## src/rtl/e_mdu_issue_ctrl.sv

```systemverilog
// E-stage issue controller for the multi-cycle MDU: drives MDUOp/D1/D2/Start, tracks the Busy
// handshake, stalls on MDU structural hazards, returns HI/LO for mfhi/mflo and flags protocol errors.
module e_mdu_issue_ctrl #(
  parameter int unsigned MULT_CYCLES = 5,
  parameter int unsigned DIV_CYCLES  = 10,
  parameter int unsigned SLACK       = 2
) (
  input  logic        clk,
  input  logic        reset,
  input  logic        Req,
  input  logic [3:0]  e_op,
  input  logic [31:0] e_rs,
  input  logic [31:0] e_rt,
  output logic [2:0]  MDUOp,
  output logic [31:0] D1,
  output logic [31:0] D2,
  output logic        Start,
  input  logic        Busy,
  input  logic [31:0] HI,
  input  logic [31:0] LO,
  output logic        stall,
  output logic [31:0] rd_data,
  output logic        err
);

  localparam int unsigned CW = 5;
  localparam int unsigned DW = 32;

  localparam logic [CW-1:0] MULT_LIM = CW'(MULT_CYCLES + SLACK);
  localparam logic [CW-1:0] DIV_LIM  = CW'(DIV_CYCLES + SLACK);
  localparam logic [CW-1:0] WCNT_MAX = '1;

  localparam logic [3:0] OP_NONE  = 4'd0;
  localparam logic [3:0] OP_MULT  = 4'd1;
  localparam logic [3:0] OP_MULTU = 4'd2;
  localparam logic [3:0] OP_DIV   = 4'd3;
  localparam logic [3:0] OP_DIVU  = 4'd4;
  localparam logic [3:0] OP_MTHI  = 4'd5;
  localparam logic [3:0] OP_MTLO  = 4'd6;
  localparam logic [3:0] OP_MFHI  = 4'd7;
  localparam logic [3:0] OP_MFLO  = 4'd8;

  localparam logic [2:0] MDU_NONE = 3'd0;

  localparam logic [1:0] S_IDLE = 2'd0;
  localparam logic [1:0] S_ARM  = 2'd1;
  localparam logic [1:0] S_WAIT = 2'd2;

  logic [1:0]    state_q, state_d;
  logic [CW-1:0] wcnt_q, wcnt_d;
  logic [CW-1:0] lim_q, lim_d;
  logic          err_q, err_d;

  logic is_muldiv, is_mdop, is_read, engaged;
  logic start_w, stall_w;

  // Op-class decode of the instruction currently in E
  always_comb begin
    is_muldiv = (e_op >= OP_MULT) && (e_op <= OP_DIVU);
    is_mdop   = (e_op >= OP_MULT) && (e_op <= OP_MTLO);
    is_read   = (e_op == OP_MFHI) || (e_op == OP_MFLO);
    engaged   = (state_q != S_IDLE) || Busy;
  end

  // A pending flush wins over any MDU hazard, so Req never stalls
  always_comb begin
    stall_w = !Req && (is_mdop || is_read) && engaged;
    start_w = (state_q == S_IDLE) && !Busy && is_muldiv && !Req;
  end

  always_comb begin
    Start   = start_w;
    stall   = stall_w;
    D1      = e_rs;
    D2      = e_rt;
    MDUOp   = MDU_NONE;
    rd_data = '0;
    if (is_mdop && !stall_w && !Req) begin
      MDUOp = e_op[2:0];
    end
    if (!stall_w) begin
      if (e_op == OP_MFHI) begin
        rd_data = HI;
      end else if (e_op == OP_MFLO) begin
        rd_data = LO;
      end else begin
        rd_data = DW'(0);
      end
    end
  end

  // Next-state logic: ARM expects Busy to rise, WAIT watches for the fall or a timeout
  always_comb begin
    state_d = state_q;
    wcnt_d  = wcnt_q;
    lim_d   = lim_q;
    err_d   = err_q;
    case (state_q)
      S_IDLE: begin
        if (start_w) begin
          state_d = S_ARM;
          wcnt_d  = '0;
          lim_d   = ((e_op == OP_DIV) || (e_op == OP_DIVU)) ? DIV_LIM : MULT_LIM;
        end
      end
      S_ARM: begin
        if (Busy) begin
          state_d = S_WAIT;
        end else if (!Req) begin
          err_d   = 1'b1;
          state_d = S_IDLE;
        end
      end
      S_WAIT: begin
        if (!Busy) begin
          state_d = S_IDLE;
        end else begin
          if (!Req && (wcnt_q != WCNT_MAX)) begin
            wcnt_d = wcnt_q + CW'(1);
          end
          if (wcnt_q == lim_q) begin
            err_d = 1'b1;
          end
        end
      end
      default: begin
        state_d = S_IDLE;
      end
    endcase
  end

  always_ff @(posedge clk) begin
    if (!reset) begin
      state_q <= S_IDLE;
      wcnt_q  <= '0;
      lim_q   <= '0;
      err_q   <= 1'b0;
    end else begin
      state_q <= state_d;
      wcnt_q  <= wcnt_d;
      lim_q   <= lim_d;
      err_q   <= err_d;
    end
  end

  assign err = err_q;

  // OP_NONE is kept only as a named code for readability of the decode
  logic unused_none;
  assign unused_none = (e_op == OP_NONE);

endmodule

```

## config.mk

```make
export PLATFORM = sky130hd
export DESIGN_NAME = e_mdu_issue_ctrl
export DESIGN_NICKNAME = d
export VERILOG_FILES = /design/src/rtl/e_mdu_issue_ctrl.sv
export SDC_FILE = /design/constraint.sdc
export NUM_CORES = 1
export LEC_CHECK = 0
export CORE_AREA = 2 2 94 96
export DETAILED_ROUTE_END_ITERATION = 10
export DIE_AREA = 0 0 96 98
export DONT_BUFFER_PORTS = 1
export HOLD_SLACK_MARGIN = 0.05
export PLACE_DENSITY = 0.42
export SYNTH_ARGS = -nofsm -noshare
export SYNTH_HDL_FRONTEND = slang
export SYNTH_SLANG_ARGS = --single-unit
export TNS_END_PERCENT = 30
```

## constraint.sdc

```tcl
create_clock -name clk -period 1.96 [get_ports clk]
set_input_delay 0.196 -clock clk [delete_from_list [all_inputs] [get_ports clk]]
set_output_delay 0.196 -clock clk [all_outputs]
set_load 0.05 [all_outputs]
```

* Yosys cells after proc, flatten, opt, wreduce, memory -nomap -nowiden
Cells that the tools add are included.
** Operators by class
- Add/subtract/negate cells :: 1
- Multipliers :: 0
- Divide/modulo/power cells :: 0
- Magnitude comparators :: 3
- Equal/unequal tests :: 16
- Shift operators :: 0
- Multiplexer cells :: 19
- Bitwise logic cells :: 0
- Reduce and logical (&&, ||, !) cells :: 25
** Operators with widths (number)
- $mux 32 :: 3
- $mux 5 :: 3
- $ne 2x2->1 const B :: 7
- $logic_and 1x1->1 :: 10
- $pmux 5 s2 :: 1
- $eq 4x3->1 const B :: 2
- $le 4x3->1 const B :: 2
- $mux 2 :: 4
- $pmux 2 s3 :: 1
- $reduce_bool 2->1 :: 3
- $add 5x1->5 const B :: 1
- $eq 5x5->1 :: 1
- $ne 5x5->1 const B :: 1
- $reduce_and 5->1 :: 1
- $eq 4x2->1 const B :: 1
- $eq 4x4->1 const B :: 1
- $ge 4x1->1 const B :: 1
- $logic_or 1x1->1 :: 4
- $mux 1 :: 4
- $mux 4 :: 1
- $reduce_and 4->1 :: 1
- $logic_not 1->1 :: 3
- $mux 3 :: 1
- $ne 3x3->1 const B :: 1
- other kinds (6) :: 6
** Storage, ports and cells
- Register bits after elaboration :: 13
- Bits in latches :: 0
- Bits in writable memories :: 0
- Bits in read-only memories :: 0
- Word-level logic and storage cells :: 68
- Memories kept :: 0

* Longest topological paths before layout
Gate-level depths: netlist of the first run.
- Depth in word-level cells :: 9
- Depth in mapped cells :: 8
- Depth with buffers taken out :: 7

* Worst setup path before layout of the first run
Ideal clock, no wire load.
- Path kind :: register -> output
- From :: register state_q[1]
- To :: output port stall
- Arrival time :: 1.665 ns
- Path slack :: 0.099 ns
- Stages on the path, launching flop included :: 3
- Path buffers :: 0
- Cells stage by stage :: dfxtp_1 -> nor3_1 -> nor3_1
** Between the ends
- Word-level cells in the longest chain between the ends :: 3
** Ends and longest elaborated chain
- start, declared :: line 49 : logic [1:0] state_q, state_d;
- start signal, assigned :: line 139 : state_q <= state_d;
- $reduce_bool 2->1 :: line 62 : engaged = (state_q != S_IDLE) || Busy;
- $logic_or 1x1->1 :: line 62
- $logic_and 1x1->1 :: line 67 : stall_w = !Req && (is_mdop || is_read) && engaged;
- end, declared :: line 21 : output logic stall,
No other way between the ends.

* Worst setup path in the final report of the first run
- From :: register state_q[0]
- To :: output port MDUOp[2]
** Between the ends
- Word-level cells in the longest chain between the ends :: 7
** Ends and longest elaborated chain
- $reduce_bool 2->1 :: line 62
- $logic_or 1x1->1 :: line 62
- $logic_and 1x1->1 :: line 67
- $logic_not 1->1
- $logic_and 1x1->1 (2 in a row) :: line 78 : if (is_mdop && !stall_w && !Req) begin
- $mux 3 :: line 78
- end, declared :: line 14 : output logic [2:0] MDUOp,
No other way between the ends.

==> results of run 1 <==
where the power goes:
part	switching [uW]	internal, uW	total (uW)	leakage, uW
logic	161	93.8	254	0.000629
registers	5.10	227	232	0.0000888
clock network	79.8	142	222	0.0000228
critical path: cells and delay by family (launching register included):
family,cells,cell delay (ns)
flops,1,0.37
simple gates,3,1.04
layer usage:
layer,vias to the layer above,GRT usage [%],share of wire (%)
met4,0,2.97,0.85
met5,-,0,0
met1,649,10.0,34
li1,698,-,-
met3,12,3.70,9.2
met2,95,19.9,56
state kept, by name, indices dropped and copies added, names as in the netlist:
name     count
err          1
lim_q        3
state_q      2
wcnt_q       5
through the flow:
step           utilization [%]  instance area, um2
5_1_grt                   22.9                1940
6_report                  22.9                1940
4_1_cts                   22.9                1940
3_5_place_dp              22.3                1890
3_3_place_gp              22.3                1890
2_1_floorplan                -                1780
area by class of cell:
type	instances	area, um2
clock buffer	4	45.0
fill	943	6520
inverter	1	3.75
multi-input combinational	161	1020
sequential	11	220
tap	108	135
timing repair buffer	37	515
logic make-up (layout without fill, tap and decap cells):
group	Yosys count	after routing	share of synthesized area [%]
buffers and inverters	77	42	31.1
AOI/OAI and AO/OA	52	52	24.0
DFF	11	11	12.4
xor gates and xnor gates	3	3	1.48
and+or+nand+nor	104	104	29.6
adders and majority gates	2	2	1.41
synth_stat cells (2+ instances only):
| library cell | instances | area [um2] |
|---|---|---|
| nand3b_1 | 2 | 15.0 |
| dfxtp_1 | 11 | 220 |
| a21boi_0 | 2 | 15.0 |
| buf_2 | 2 | 10.0 |
| nand3_1 | 5 | 25.0 |
| o21ai_0 | 2 | 10.0 |
| ha_1 | 2 | 25.0 |
| and2_1 | 3 | 18.8 |
| o211ai_1 | 3 | 22.5 |
| xnor2_1 | 2 | 17.5 |
| buf_6 | 3 | 33.8 |
| and3_1 | 3 | 18.8 |
| buf_4 | 64 | 480 |
| nor3_1 | 4 | 20.0 |
| nand2_1 | 67 | 251 |
| and4b_1 | 3 | 30.0 |
| a21oi_2 | 30 | 263 |
| nand2b_1 | 4 | 25.0 |
| nor2_1 | 3 | 11.3 |
| clkbuf_1 | 7 | 26.3 |
| a21oi_1 | 6 | 30.0 |
worst max path at each step:
stage / startpoint / end / slack [ns] / depth (start not counted)
after floorplan: state_q[1]$_SDFFE_PN0P_ / stall / 0.1 / 2
after global placement: wcnt_q[0]$_SDFFE_PN0P_ / wcnt_q[2]$_SDFFE_PN0P_ / 0.22 / 7
after detailed placement: wcnt_q[0]$_SDFFE_PN0P_ / wcnt_q[3]$_SDFFE_PN0P_ / 0.20 / 7
after CTS: state_q[0]$_SDFFE_PN0P_ / MDUOp[2] / 0.1 / 3
after global routing: state_q[0]$_SDFFE_PN0P_ / MDUOp[2] / 0.03 / 3
final: state_q[0]$_SDFFE_PN0P_ / MDUOp[2] / 0.11 / 3
what timing repair did:
item                       in CTS  in global routing
resized for setup               1                  1
setup endpoints to repair       2                  1
cloned                          0                  0
==> results.md, run 1 <==
* Layout cells sized above 1 at roughly 38%
* Clock Sinks at 11
* Antenna-violating nets left at 0
* Clock Skews at around 0.0033 ns
* CTS buffer count at 3
* # rows at 34
* Worst min path class: in2reg
* Drt via density at 4.52
* Per-cell routed wire length at 16.1 um
* Max-cap violations at 0
* Asr flop ratio synth at 0%
* #FFs+latches synth at 11
* Initial Util at roughly a fifth
* Placed Cells at roughly 320
* Pre-CTS setup slack at between 0.15 and 0.2 ns
* CP Cell Sequence: nor2_1, and4b_1, and2_1
* Post-synth EDFFs at 0
* CTS clock-pin slew for the worst setup and hold paths at 0.05 ns
* Crit path required time at roughly 1.8 ns
* Synth warn at 0
* Core area at 8470 um2
* Htree depth at 1
* Worst-Skew Late Latency at 0.23 ns
* R2r setup slk at ~0.17 ns
* Top_reg_cell synth: dfxtp_1
* Setup violations, final at 0
* Worst Hold End: state_q[1]$_SDFFE_PN0P_
* Post-synthesis cell type count at 42
* Port-buffer cells at 0
* Post-synthesis cell area at 1780 um2
* Root buf cell: clkbuf_8
* Leakage power at 0.000740 uW
* Total global routing overflow at 0
* Peak Freq at 541 MHz
* Net count, final at 353
* Setup Buffers After CTS at 0
* Initial antenna violation count at 0
* Seq/Total Area, Yosys at around an eighth
* Synth Net Count at 387
* TritonCTS clock tree: done
* Largest net degree at the start of global routing at 33
* Vias in the first global route at 1,434
* RSZ-0062 raised after global routing: false
* Final Cycle Share at between 90% and 100%
* Routed wire length at around 5.2 mm
* Worst vdd ir at 161 uV
* Fin. Hold Viols at 0
* Vias post-DR at 1,454
* Critical path launch point type: register
* RePlAce Congestion at 0.711
* Crit-path max cell delay at 0.45 ns
* 1st-iter DRT viols at 51
* Crit Path Class: reg2out
* Hold_buf cts at 0
* Critical path data arrival time at roughly 1.7 ns
* Status: complete, no violations
* N_diodes at 0
* Post-synthesis instance total at 249
* Post-route setup slack at 0.111 ns
* CP endpoint kind: primary output
* GRT Util Overall at 10.3%
* Synth-to-Final Area Change at 9.07%
* # DRC at 0
* Syn Area/Cell at 7.15 um2
* Critical R2R Launch: wcnt_q[0]$_SDFFE_PN0P_
* R2R cell count at 7
* Die width at ~96 um
* Worst hold stages at 2
* Pre-antenna DRT Iters at 4
* Slew @ Worst Pin at 0.569 ns
* Crit path max fanout at 7
* Setup_tns at 0 ns
* CTS Buffer Depth at 2
* P per Cell Area at about 370 nW/um2
* Most common cell after layout, fill and taps aside: nand2_1
* First-pass GRT wire length at 7.65 mm
* DIE HEIGHT at just under 100 um
* Die ar. at ~9400 um2
* Worst reg2reg path endpoint: wcnt_q[3]$_SDFFE_PN0P_
* Min cycle time layout at 1.85 ns
* Hold slack at 0.0773 ns
* Slew HR at 62.0%
* Commonest non-fill, non-tap cells in the layout: 67 x nand2_1, 30 x a21oi_2, 19 x buf_12
* Total power at 709 uW
* Count of pins over their slew limit at 0
* Cell Count, Final, Fillers Out at 322
* # IOs at roughly 240
* CP max stage cell: and2_1
* Hold Crit Start: Busy
* Post-detail-place hpwl at about 4.3 mm
No activity file was read; power rests on OpenSTA's default activity.
==> run 2, diff against run 1 <==
ABC_AREA = 1   (was unset)
CORE_AREA = 2 2 92 94   (was 2 2 94 96)
DIE_AREA = 0 0 94 96   (was 0 0 96 98)
PLACE_DENSITY = 0.45   (was 0.42)
==> run 2 against run 1 <==
  * Power up 3.0%
  * Global-route usage rose by 1.6 points
  * Critical path depth up 1
  * Worst setup slack improved by 0.071 ns
  * Critical endpoint is now Start
  * Clock skew decreased by 0.0020 ns
  * Critical path type unchanged
  * Largest power group unchanged
  * Largest cell class unchanged
  * Non-clock buffer count rose by 4
==> results.md, run 2 <==
* Status: complete, no violations
* Hold_buf cts at 0
* Leading cell type by number of instances after synthesis: inv_1
* Crit Path Class: reg2out
* Top_reg_cell synth: dfxtp_1
* Max-cap violations at 0
* Largest regs: wcnt_q x5, lim_q x3, state_q x2
* Seq/Total Area, Yosys at 11.4%
* Post-synthesis cell area at 1930 um2
* Crit path required time at about 1.8 ns
* Die width at 94 um
* # rows at 33
* CTS buffer count at 3
* Clock Sinks at 11
* Worst-Skew Late Latency at 0.24 ns
* Post-synthesis instance total at 348
* # DRC at 0
* Worst min path class: in2reg
* Pre-antenna DRT Iters at 4
* Vias in the first global route at 1,613
* Crit path buf inv count at 1
* Synth warn at 0
* Worst vdd ir at 333 uV
* Syn Area/Cell at 5.53 um2
* Peak Freq at 562 MHz
* RePlAce Congestion at 0.808
* Placed Cells at 420
* Synth top area share at a little over a quarter
* Synth-to-Final Area Change at -3.25%
* Setup_tns at 0 ns
* Antenna-violating nets left at 0
* Biggest register: wcnt_q
* Initial Util at 23.9%
* Dominant cells by area after synthesis: buf_4 26%, inv_1 15%, nand2_1 12%
* CP endpoint kind: primary output
* Htree depth at 1
* Final Cycle Share at 90.7%
* #FFs+latches synth at 11
* Crit path max fanout at 11
* Setup Buffers After CTS at 0
* Clock Skews at ~0.0013 ns
* Post-synth EDFFs at 0
* N_diodes at 0
* Vias post-DR at 1,767
* Core area at 8050 um2
* Root buf cell: clkbuf_8
* Commonest non-fill, non-tap cells in the layout: 76 x inv_1, 60 x nand2_1, 52 x nor2_1
* RSZ-0062 raised after global routing: false
* Finished Core Util at 23.1%
* DIE HEIGHT at 96 um
* Critical path data arrival time at 1.58 ns
* Cell Count, Final, Fillers Out at roughly 420
* Fin. Hold Viols at 0
* Drt via density at 4.17
* Slew @ Worst Pin at roughly 0.53 ns
* 1st-iter DRT viols at 22
* Port-buffer cells at 0
* Routed wire length at ~5.7 mm
* CP Cell Sequence: nor3_4, and2_1, nand2_1, inv_2
* CP delay by family, top: simple AND/OR/NAND/NOR gates
* Synth Net Count at 486
* Die ar. at roughly 9000 um2
* Largest register FFs at 5
* Asr flop ratio synth at 0%
* Post-detail-place hpwl at 4.86 mm
* Per-cell routed wire length at between 10 and 15 um
* Layout cells sized above 1 at between 10% and 20%
* Setup violations, final at 0
* GRT Util Overall at 11.9%
* CTS clock-pin slew for the worst setup and hold paths at about 0.050 ns
* Largest net degree at the start of global routing at 33
* CTS Buffer Depth at 2
* Slew HR at around two thirds
* CP max stage cell: dfxtp_1
* Net count, final at 458
* First-pass GRT wire length at 8.20 mm
* Post-synthesis cell type count at 26
* Top cells by count, synth: 76 x inv_1, 67 x buf_4, 60 x nand2_1
* P per Cell Area at 392 nW/um2
* Critical path launch point type: register
* Cells resized by post-CTS repair at 0
* Leakage power at 0.000923 uW
* Most common cell after layout, fill and taps aside: inv_1
* # IOs at 238
* Count of pins over their slew limit at 0
* Initial antenna violation count at 0
* TritonCTS clock tree: done
* Total global routing overflow at 0
* Min cycle time layout at about 1.8 ns
* Crit-path max cell delay at 0.35 ns
* Area leader, netlist: buf_4
## run 2: kinds of logic (layout without fill, tap and decap cells)
| logic type | after synthesis | in the layout | share of synthesized area, % |
|---|---|---|---|
| compound gates | 48 | 48 | 13.1 |
| xor+xnor | 1 | 1 | 0.455 |
| fa+ha+maj | 2 | 2 | 1.30 |
| buf+inv | 153 | 124 | 44.4 |
| flops | 11 | 11 | 11.4 |
| simple gates | 133 | 133 | 29.2 |
## run 2: worst paths after layout
kind | slack (ns) | depth (start not counted) | start | to
setup reg to reg | 0.37 | 10 | wcnt_q[0]$_SDFFE_PN0P_ | wcnt_q[2]$_SDFFE_PN0P_
hold reg to reg | 0.47 | 2 | lim_q[1]$_SDFFE_PN0P_ | lim_q[1]$_SDFFE_PN0P_
setup / recovery | 0.18 | 4 | state_q[1]$_SDFFE_PN0P_ | Start
hold / removal | 0.07 | 2 | reset | wcnt_q[1]$_SDFFE_PN0P_
## run 2: layout make-up
| type | count | area [um2] |
|---|---|---|
| Inverter | 79 | 297 |
| Fill cell | 980 | 6190 |
| Sequential cell | 11 | 220 |
| Clock buffer | 4 | 45.0 |
| Timing Repair Buffer | 41 | 320 |
| Tap cell | 105 | 131 |
| Multi-Input combinational cell | 184 | 850 |
## run 2: where the power goes
| part | switching [uW] | internal [uW] | total (uW) |
|---|---|---|---|
| Clock | 87.7 | 143 | 231 |
| Combinational | 182 | 76.7 | 259 |
| Sequential | 9.98 | 231 | 241 |
| Total | 280 | 451 | 730 |
## run 2: per-layer routing
metal  track usage (%)  share of wire (%)  up-vias
met5                 0                  0        -
met4              5.68                3.5        0
met3              3.29                8.8       25
met2              20.6                 47       79
met1              13.6                 41      759
li1                  -                  -      904
## run 2: through the flow
step	setup slack [ns]	power, uW	hold WS, ns	area, um2
floorplan	0.247	794	0.316	1930
global placement	0.362	505	0.321	1820
detailed placement	0.324	506	0.322	1820
CTS	0.184	735	0.0708	1860
global route	0.0864	773	0.0772	1860
finish	0.182	730	0.0702	1860
